===== src/rtl/dma_ctrl_pkg.sv =====
// Shared definitions for the UART-to-memory DMA controller.
//   dma_state_t     : FSM state encoding (IDLE / READ_UART / WRITE_MEM)
//   DEFAULT_*_WIDTH : default widths for data, address and byte count
package dma_ctrl_pkg;

  localparam int unsigned DEFAULT_DATA_WIDTH = 8;
  localparam int unsigned DEFAULT_ADDR_WIDTH = 8;
  localparam int unsigned DEFAULT_SIZE_WIDTH = 8;

  typedef enum logic [1:0] {
    IDLE      = 2'b00,
    READ_UART = 2'b01,
    WRITE_MEM = 2'b10
  } dma_state_t;

endpackage


===== src/rtl/dma_start_edge_detect.sv =====
// Rising-edge detector for the DMA start request.
// Ports:
//   clk        : clock
//   rstn       : asynchronous reset, active-high
//   start      : level request from the host
//   start_rise : high for the cycle where start is 1 and was 0 on the previous edge
module dma_start_edge_detect (
  input  logic clk,
  input  logic rstn,
  input  logic start,
  output logic start_rise
);

  logic start_d;

  always_ff @(posedge clk or posedge rstn) begin
    if (rstn) begin
      start_d <= 1'b0;
    end else begin
      start_d <= start;
    end
  end

  // A held-high start produces a single rise.
  assign start_rise = start & ~start_d;

endmodule


===== src/rtl/dma_controller.sv =====
// UART-to-memory DMA engine. On a rising edge of start it moves transfer_size
// bytes from the UART receiver into consecutive memory locations starting at
// start_address, one memory write per byte, and raises a sticky done.
// Optional feature: define DMA_CTRL_SVA_EN to compile in protocol assertions.
// Ports:
//   clk, rstn            : clock, asynchronous active-high reset
//   start                : transfer request (rising edge acted on, in IDLE only)
//   uart_data/_valid     : received byte and its one-cycle qualifier
//   start_address        : first write address, sampled at start
//   transfer_size        : byte count, sampled at start (0 = immediate done)
//   uart_read_enable     : high while waiting for a UART byte
//   memory_write_address : write address (holds outside WRITE_MEM)
//   memory_write_data    : write data (holds outside WRITE_MEM)
//   memory_write_enable  : one-cycle write strobe
//   done                 : transfer complete, held until the next accepted start
module dma_controller
  import dma_ctrl_pkg::*;
#(
  parameter int unsigned DATA_WIDTH = DEFAULT_DATA_WIDTH,
  parameter int unsigned ADDR_WIDTH = DEFAULT_ADDR_WIDTH,
  parameter int unsigned SIZE_WIDTH = DEFAULT_SIZE_WIDTH
) (
  input  logic                  clk,
  input  logic                  rstn,
  input  logic                  start,
  input  logic [DATA_WIDTH-1:0] uart_data,
  input  logic                  uart_data_valid,
  input  logic [ADDR_WIDTH-1:0] start_address,
  input  logic [SIZE_WIDTH-1:0] transfer_size,
  output logic                  uart_read_enable,
  output logic [ADDR_WIDTH-1:0] memory_write_address,
  output logic [DATA_WIDTH-1:0] memory_write_data,
  output logic                  memory_write_enable,
  output logic                  done
);

  dma_state_t            current_state;
  logic                  start_rise;
  logic [ADDR_WIDTH-1:0] cur_address;
  logic [SIZE_WIDTH-1:0] remaining;

  dma_start_edge_detect u_start_edge (
    .clk        (clk),
    .rstn       (rstn),
    .start      (start),
    .start_rise (start_rise)
  );

  always_ff @(posedge clk or posedge rstn) begin
    if (rstn) begin
      current_state        <= IDLE;
      cur_address          <= '0;
      remaining            <= '0;
      memory_write_address <= '0;
      memory_write_data    <= '0;
      done                 <= 1'b0;
    end else begin
      unique case (current_state)
        IDLE: begin
          if (start_rise) begin
            if (transfer_size != '0) begin
              cur_address   <= start_address;
              remaining     <= transfer_size;
              done          <= 1'b0;
              current_state <= READ_UART;
            end else begin
              done <= 1'b1;
            end
          end
        end
        READ_UART: begin
          if (uart_data_valid) begin
            // Address is copied here so the output port does not show the
            // post-increment value once the write is over.
            memory_write_data    <= uart_data;
            memory_write_address <= cur_address;
            current_state        <= WRITE_MEM;
          end
        end
        WRITE_MEM: begin
          cur_address <= cur_address + 1'b1;
          remaining   <= remaining - 1'b1;
          if (remaining == SIZE_WIDTH'(1)) begin
            done          <= 1'b1;
            current_state <= IDLE;
          end else begin
            current_state <= READ_UART;
          end
        end
        default: current_state <= IDLE;
      endcase
    end
  end

  // Both strobes decode directly from the state, so they can never overlap.
  assign uart_read_enable    = (current_state == READ_UART);
  assign memory_write_enable = (current_state == WRITE_MEM);

`ifdef DMA_CTRL_SVA_EN
  a_enables_exclusive : assert property (@(posedge clk) disable iff (rstn)
    !(uart_read_enable && memory_write_enable));
  a_write_in_write_mem : assert property (@(posedge clk) disable iff (rstn)
    memory_write_enable |-> (current_state == WRITE_MEM));
  a_write_single_cycle : assert property (@(posedge clk) disable iff (rstn)
    memory_write_enable |=> !memory_write_enable);
  a_done_only_idle : assert property (@(posedge clk) disable iff (rstn)
    (current_state != IDLE) |-> !done);
  a_state_legal : assert property (@(posedge clk) disable iff (rstn)
    current_state != 2'b11);
`else
`endif

endmodule


===== config.mk =====
export PLATFORM = sky130hd
export DESIGN_NAME = dma_controller
export DESIGN_NICKNAME = d
export VERILOG_FILES = /design/src/rtl/dma_ctrl_pkg.sv /design/src/rtl/dma_start_edge_detect.sv /design/src/rtl/dma_controller.sv
export SDC_FILE = /design/constraint.sdc
export NUM_CORES = 1
export LEC_CHECK = 0
export ABC_AREA = 1
export CORE_UTILIZATION = 40
export DETAILED_ROUTE_END_ITERATION = 10
export HOLD_SLACK_MARGIN = 0.12
export PLACE_DENSITY = 0.66
export SYNTH_ARGS = -nofsm -noshare
export SYNTH_HDL_FRONTEND = slang
export SYNTH_HIERARCHICAL = 1
export SYNTH_SLANG_ARGS = --single-unit

===== constraint.sdc =====
create_clock -name clk -period 1.47 [get_ports clk]
set_input_delay 0.294 -clock clk [delete_from_list [all_inputs] [get_ports clk]]
set_output_delay 0.294 -clock clk [all_outputs]
set_load 0.1 [all_outputs]

# ---- Word level (Yosys, flattened, before mapping)
# Cells that the tools add are included.
# Widths: inputs -> output; s select.
dict set report op_classes {
  addsub 2
  eq_ne 7
  muxes 15
  n_bitwise 2
  reduce_logical 7
}
# op n
set ops {}
lappend ops {{$mux 8} 4}
lappend ops {{$pmux 8 s2} 2}
lappend ops {{$reduce_and 3->1} 3}
lappend ops {{$add 8x1->8 const B} 1}
lappend ops {{$eq 8x1->1 const B} 1}
lappend ops {{$reduce_bool 8->1} 1}
lappend ops {{$sub 8x1->8 const B} 1}
lappend ops {{$mux 2} 3}
lappend ops {{$ne 2x2->1 const B} 3}
lappend ops {{$pmux 2 s3} 1}
lappend ops {{$mux 1} 4}
lappend ops {{$eq 2x1->1 const B} 1}
lappend ops {{$eq 2x2->1 const B} 1}
lappend ops {{$logic_not 2->1} 1}
lappend ops {{$ne 2x1->1 const B} 1}
lappend ops {{$pmux 1 s2} 1}
lappend ops {{$reduce_and 2->1} 1}
lappend ops {{$reduce_bool 2->1} 1}
lappend ops {{$and 1x1->1} 1}
lappend ops {{$not 1->1} 1}
dict set report word_totals {
  reg_bits 36
  output_inout_bits 19
  elab_cells 40
}

# ---- Depth between registers and ports, before layout
# Gate-level depths: netlist of the first run.
dict set report depth {
  ltp_word 4
  depth_mapped 9
  ltp_nobuf 8
}

# ---- By module
# The synthesis of the first run kept the hierarchy.
# mod n_inst cells_each area_per_inst_um2
set by_module_without_submodules {}
lappend by_module_without_submodules {dma_controller 1 260 1990.7}
lappend by_module_without_submodules {dma_start_edge_detect 1 4 38.8}

# ---- Worst setup path before layout of the first run
# Ideal clock, no wire load.
dict set report synth_timing {
  path_kind {flip-flop to flip-flop}
  startpoint {reg current_state[0]}
  endpoint {reg memory_write_address[0]}
  setup_time_ns 0.125
  arrival_ns 1.956
  required_ns 1.345
  slack_ns -0.610
  stages_incl_launch_ff 7
  path_buffers 1
  cell_sequence {dfrtp_1 inv_2 nor2_2 nand2_1 buf_2 nand2_1 o21ai_1}
}
dict set report synth_via {
  elab_chain_len 2
}
# element line
set synth_lines {}
lappend synth_lines {{from (decl)} dma_controller.sv:37} ;# dma_state_t current_state;
lappend synth_lines {{from (signal assigned)} dma_controller.sv:51} ;# current_state <= IDLE;
lappend synth_lines {{from (signal assigned)} dma_controller.sv:65} ;# current_state <= READ_UART;
lappend synth_lines {{from (signal assigned)} dma_controller.sv:77} ;# current_state <= WRITE_MEM;
lappend synth_lines {{$eq 2x1->1} -}
lappend synth_lines {{net uart_read_enable} dma_controller.sv:30} ;# output logic uart_read_enable,
lappend synth_lines {{$reduce_and 2->1 (no source line)} -}
lappend synth_lines {{to (signal assigned)} dma_controller.sv:76} ;# memory_write_address <= cur_address;
lappend synth_lines {{to (decl)} dma_controller.sv:31} ;# output logic [ADDR_WIDTH-1:0] memory_write_address,
# The timed path passes the listed nets, and every way through them passes these cells.
# A chain may end at the register's enable or synchronous reset.

# ---- Worst setup path in the final report of the first run
dict set report layout_timing {
  startpoint {reg current_state[0]}
  endpoint {out memory_write_enable}
}
dict set report layout_via {
  elab_chain_len 1
}
# element line
set layout_lines {}
lappend layout_lines {{$eq 2x2->1} dma_controller.sv:97} ;# assign memory_write_enable = (current_state == WRITE_MEM);
lappend layout_lines {{to (decl)} dma_controller.sv:33} ;# output logic memory_write_enable,
# Every way passes these cells.

==> results of run 1 <==
-- report_power, final --
part,internal (uW),total (uW),leakage [uW],switching [uW]
registers,1440,1900,0.000443,456
clock network,503,864,0.0000552,361
logic,1870,4880,0.000999,3010
total,3810,7640,0.00150,3830
-- how the worst min path moves through the flow --
stage,slack [ns],cells past startpoint,to,from
finish,0.17,2,u_start_edge/start_d$_DFF_PP0_,rstn
global route,0.17,2,u_start_edge/start_d$_DFF_PP0_,rstn
CTS,0.15,2,u_start_edge/start_d$_DFF_PP0_,rstn
detailed placement,0.47,2,u_start_edge/start_d$_DFF_PP0_,rstn
global placement,0.46,2,u_start_edge/start_d$_DFF_PP0_,rstn
floorplan,0.02,1,u_start_edge/start_d$_DFF_PP0_,rstn
-- flip-flops by register name (all words and copies together) (netlist names) --
name,cells
cur_address,8
current_state,2
done,1
memory_write_address,8
memory_write_data,8
remaining,8
u_start_edge/start_d,1
-- cell families (layout without fill, tap and decap cells) --
logic type                 Yosys count  after routing  share of synthesized area, %
AOI/OAI and AO/OA                   34             34                          10.6
adders and majority gates            3              3                          1.85
buffers and inverters               39            109                          9.00
DFF                                 36             36                          44.4
and+or+nand+nor                    152            152                          34.2
-- stage by stage --
stage / area, sq um / std cells / utilization, % / setup slack, ns
after floorplan: 2050 / 264 / - / -0.0828
after global placement: 2930 / 389 / 60.9 / -0.238
after CTS: 3070 / 400 / 63.7 / 0.00240
after detailed placement: 2930 / 389 / 60.9 / -0.247
final: 3090 / 401 / 64.2 / 0.00182
after global routing: 3090 / 401 / 64.2 / -0.0370
-- worst max-delay path: cells and delay by family (launching register included) --
| kind | cells | cell delay (ns) |
|---|---|---|
| and+or+nand+nor | 1 | 0.15 |
| buffers and inverters | 2 | 0.29 |
| DFF | 1 | 0.44 |
-- area by class of cell --
class | count | area share [%]
inverter | 32 | 3.88
multi-input combinational | 189 | 31.6
sequential | 36 | 29.2
clock buffer | 6 | 2.35
clock inverter | 2 | 1.13
timing repair buffer | 69 | 29.2
tap | 67 | 2.71
-- cell usage in the layout (no fill, tap or decap), drive strengths merged --
| cell | n |
|---|---|
| nand2 | 94 |
| buf | 42 |
| dfrtp | 36 |
| inv | 31 |
| o21ai | 31 |
| nand3 | 28 |
| clkdlybuf4s50 | 27 |
| nor2 | 22 |
| clkbuf | 6 |
| or2 | 5 |
| a21oi | 3 |
| nand4 | 3 |
| ha | 3 |
| clkinv | 2 |
| bufinv | 1 |
-- what timing repair did --
action	in CTS	in global routing
setup endpoints to repair	2	18
pin swaps	2	3
gates resized for setup	2	7
hold buffers	0	0
setup buffers	3	1
hold endpoints to repair	0	0
gates cloned	0	0
-- routing by layer --
metal	track usage, %	vias up	part of all wire [%]
met5	0	-	0
met1	27.7	850	48
li1	-	971	-
met4	6.54	0	0.94
met2	30.1	52	45
met3	6.63	5	5.9
==> reports/metrics.sh, run 1 <==
POST_SYNTH.CELL_AREA_AVG_SQ_UM=7.69
HOLDCRITPATHCLASS='in -> async'
SYNTHESIS.NETS=295
ANTENNA_CELLS_INSERTED=0
TIGHTESTPINTRANSITION_NS=0.314
WORST_R2R_ENDPOINT='remaining[5]$_DFFE_PP0P_'
GRT_PASS1_VIAS=1749
FINALHOLDWORSTSLACK_NS=0.168
CP_DATA_REQUIRED_TIME_NS=1.18
FLOORPLAN.CORE_AREA_SQ_UM=4820
CLOCK_TREE.BUFFER_DEPTH=2
RESULT_OF_THE_RUN='complete, no violations'
CRIT_CHAIN='nor2_4, buf_6, buf_12'
CLOCK_SINKS=36
YOSYS.CELL_TYPES.COUNT=23
FINAL_MIN_PERIOD_OVER_CLOCK_PERIOD_PCT=99.9
TRACK_USAGE_PCT=20.2
CAP_VIOLATIONS=0
SYN_AREA_SQ_UM=2030
AREA_GROWTH_PCT=52.5
YS_TOP_CELLS_BY_AREA='sky130_fd_sc_hd__dfrtp_1 44%, sky130_fd_sc_hd__nand2_1 16%, sky130_fd_sc_hd__nand3_1 5.9%'
AVGROUTEDWIREPERCELL_MICRONS=11.7
SYNTH-SEQ-AREA-SHARE_PCT=44.4
SYNTHMOSTINSTANTIATEDCELL='sky130_fd_sc_hd__nand2_1'
HTREEDEPTH=2
GRT_SETUP_UNREPAIRED='true'
SETUP_VIOL=0
MULTI_INPUT_COMBINATIONAL_CELL_AREA_SQ_UM=978
GRT_OVERFLOW_TOTAL=0
TIMING_WORST_SETUP_PATH_TYPE='reg -> out'
CRITICAL_PATH.STARTPOINT_TYPE='flip-flop'
DETAILED_PLACE_HPWL_MICRONS=3450
POST-SYNTH-TOP-AREA-CELL='sky130_fd_sc_hd__dfrtp_1'
SYNTH_TOP_AREA_SHARE_PCT=44.4
ENDPOINT_KIND='output pin'
ROUTED-VIA-COUNT=1878
NUMBER_OF_MAX_SLEW_VIOLATIONS_IN_THE_FINAL_REPORT=0
CLOCK_TREE_FROM_TRITONCTS='yes'
WORST_SETUP_PATH_ENDPOINT='memory_write_enable'
YS_SEQ_ELEMENTS=36
TIMING.SLEW.HEADROOM_PCT=79.0
DETAILEDROUTE.FIRSTITERATIONVIOLATIONS=121
YOSYSWARNINGS=6
VIASPERCELL=4.68
REMAINING_DRC_ERRORS=0
ANTENNA_VIOLATIONS_BEFORE_REPAIR=0
CRITPATHMAXSTAGEDELAY_NS=0.44
NUMBER_OF_HOLD_VIOLATIONS_IN_THE_FINAL_REPORT=0
DIEAREA_SQ_UM=5360
ASYNC_SET_OR_RESET_REGISTER_RATIO_AFTER_SYNTHESIS_PCT=100
SETUP_TNS_NS=0
CLOCK_INSERTION_DELAY_WORST_SKEW_NS=0.29
SYNTHCELLS=264
WORST-PATH-MAX-FANOUT=3
P_TOTAL_uW=7640
CHIPWIDTH_MICRONS=73.2
SEQUENTIAL_CELL_AREA_SQ_UM=902
SYNTH_ENABLE_FLOP_CELLS=0
POSTROUTEWIRELENGTH_MICRONS=4680
INITIAL_STANDARD_CELL_UTILIZATION_OF_THE_CORE_PCT=42.1
LAYOUT_MIN_CYCLE_TIME_NS=1.47
P_LEAK_uW=0.00150
DIE_Y_MICRONS=73.2
NUMPORTBUFFERS=46
MAX-VDD-IR-DROP_uV=1550
CLKTRANSATPATHREGS_NS=0.08
CTS_BUFFERS=5
WORST_REG_TO_REG_CELLS=7
TIMING.CRITICAL_PATH.SLOWEST_STAGE_CELL='sky130_fd_sc_hd__dfrtp_2'
CTS_ROOT_BUF='sky130_fd_sc_hd__clkbuf_8'
FIRST_PASS_ITERS=4
FLOORPLAN.ROWS=25
GRT_FIRST_PASS_WIRELENGTH_MICRONS=8140
SHARE_OF_FINAL_LAYOUT_STANDARD_CELLS_STRONGER_THAN_DRIVE_STRENGTH_1_PCT=27.2
REG2REG_SLACK_NS=0.10
GRT_START_MAX_NET_PINS=36
DOMINANTREGCELLSYNTH='sky130_fd_sc_hd__dfrtp_1'
CLOCK-SKEW-FINAL_NS=0.00811
CP.ARRIVAL_NS=1.17
FILLERINSTANCES=445
FINAL_NET_COUNT=364
PWR_DENSITY_CELL_nW_PER_UM2=2470
ANT_NETS=0
MAXCLOCKFREQUENCY_GHz=0.681
DESIGN.PORTCOUNT=47
TOP_CELLS_BY_INSTANCE_COUNT_AFTER_SYNTHESIS='85 x sky130_fd_sc_hd__nand2_1, 36 x sky130_fd_sc_hd__dfrtp_1, 28 x sky130_fd_sc_hd__inv_1'
GP_CONGESTION=0.865
TIMING.RR.START='remaining[1]$_DFFE_PP0P_'
WORSTSETUPSTARTPOINT='current_state[0]$_DFFE_PP0P_'
Note: power is estimated with default switching activity, not from simulation.
==> inputs of run 2 (changes only) <==
--- a/config.mk
+++ b/config.mk
@@ -10,6 +10,7 @@
 export DETAILED_ROUTE_END_ITERATION = 10
 export HOLD_SLACK_MARGIN = 0.12
 export PLACE_DENSITY = 0.66
+export SLEW_MARGIN = 10
 export SYNTH_ARGS = -nofsm -noshare
 export SYNTH_HDL_FRONTEND = slang
 export SYNTH_HIERARCHICAL = 1
==> results of run 2 <==
Same layout as run 1: the final DEF is identical, and so are final timing and power.
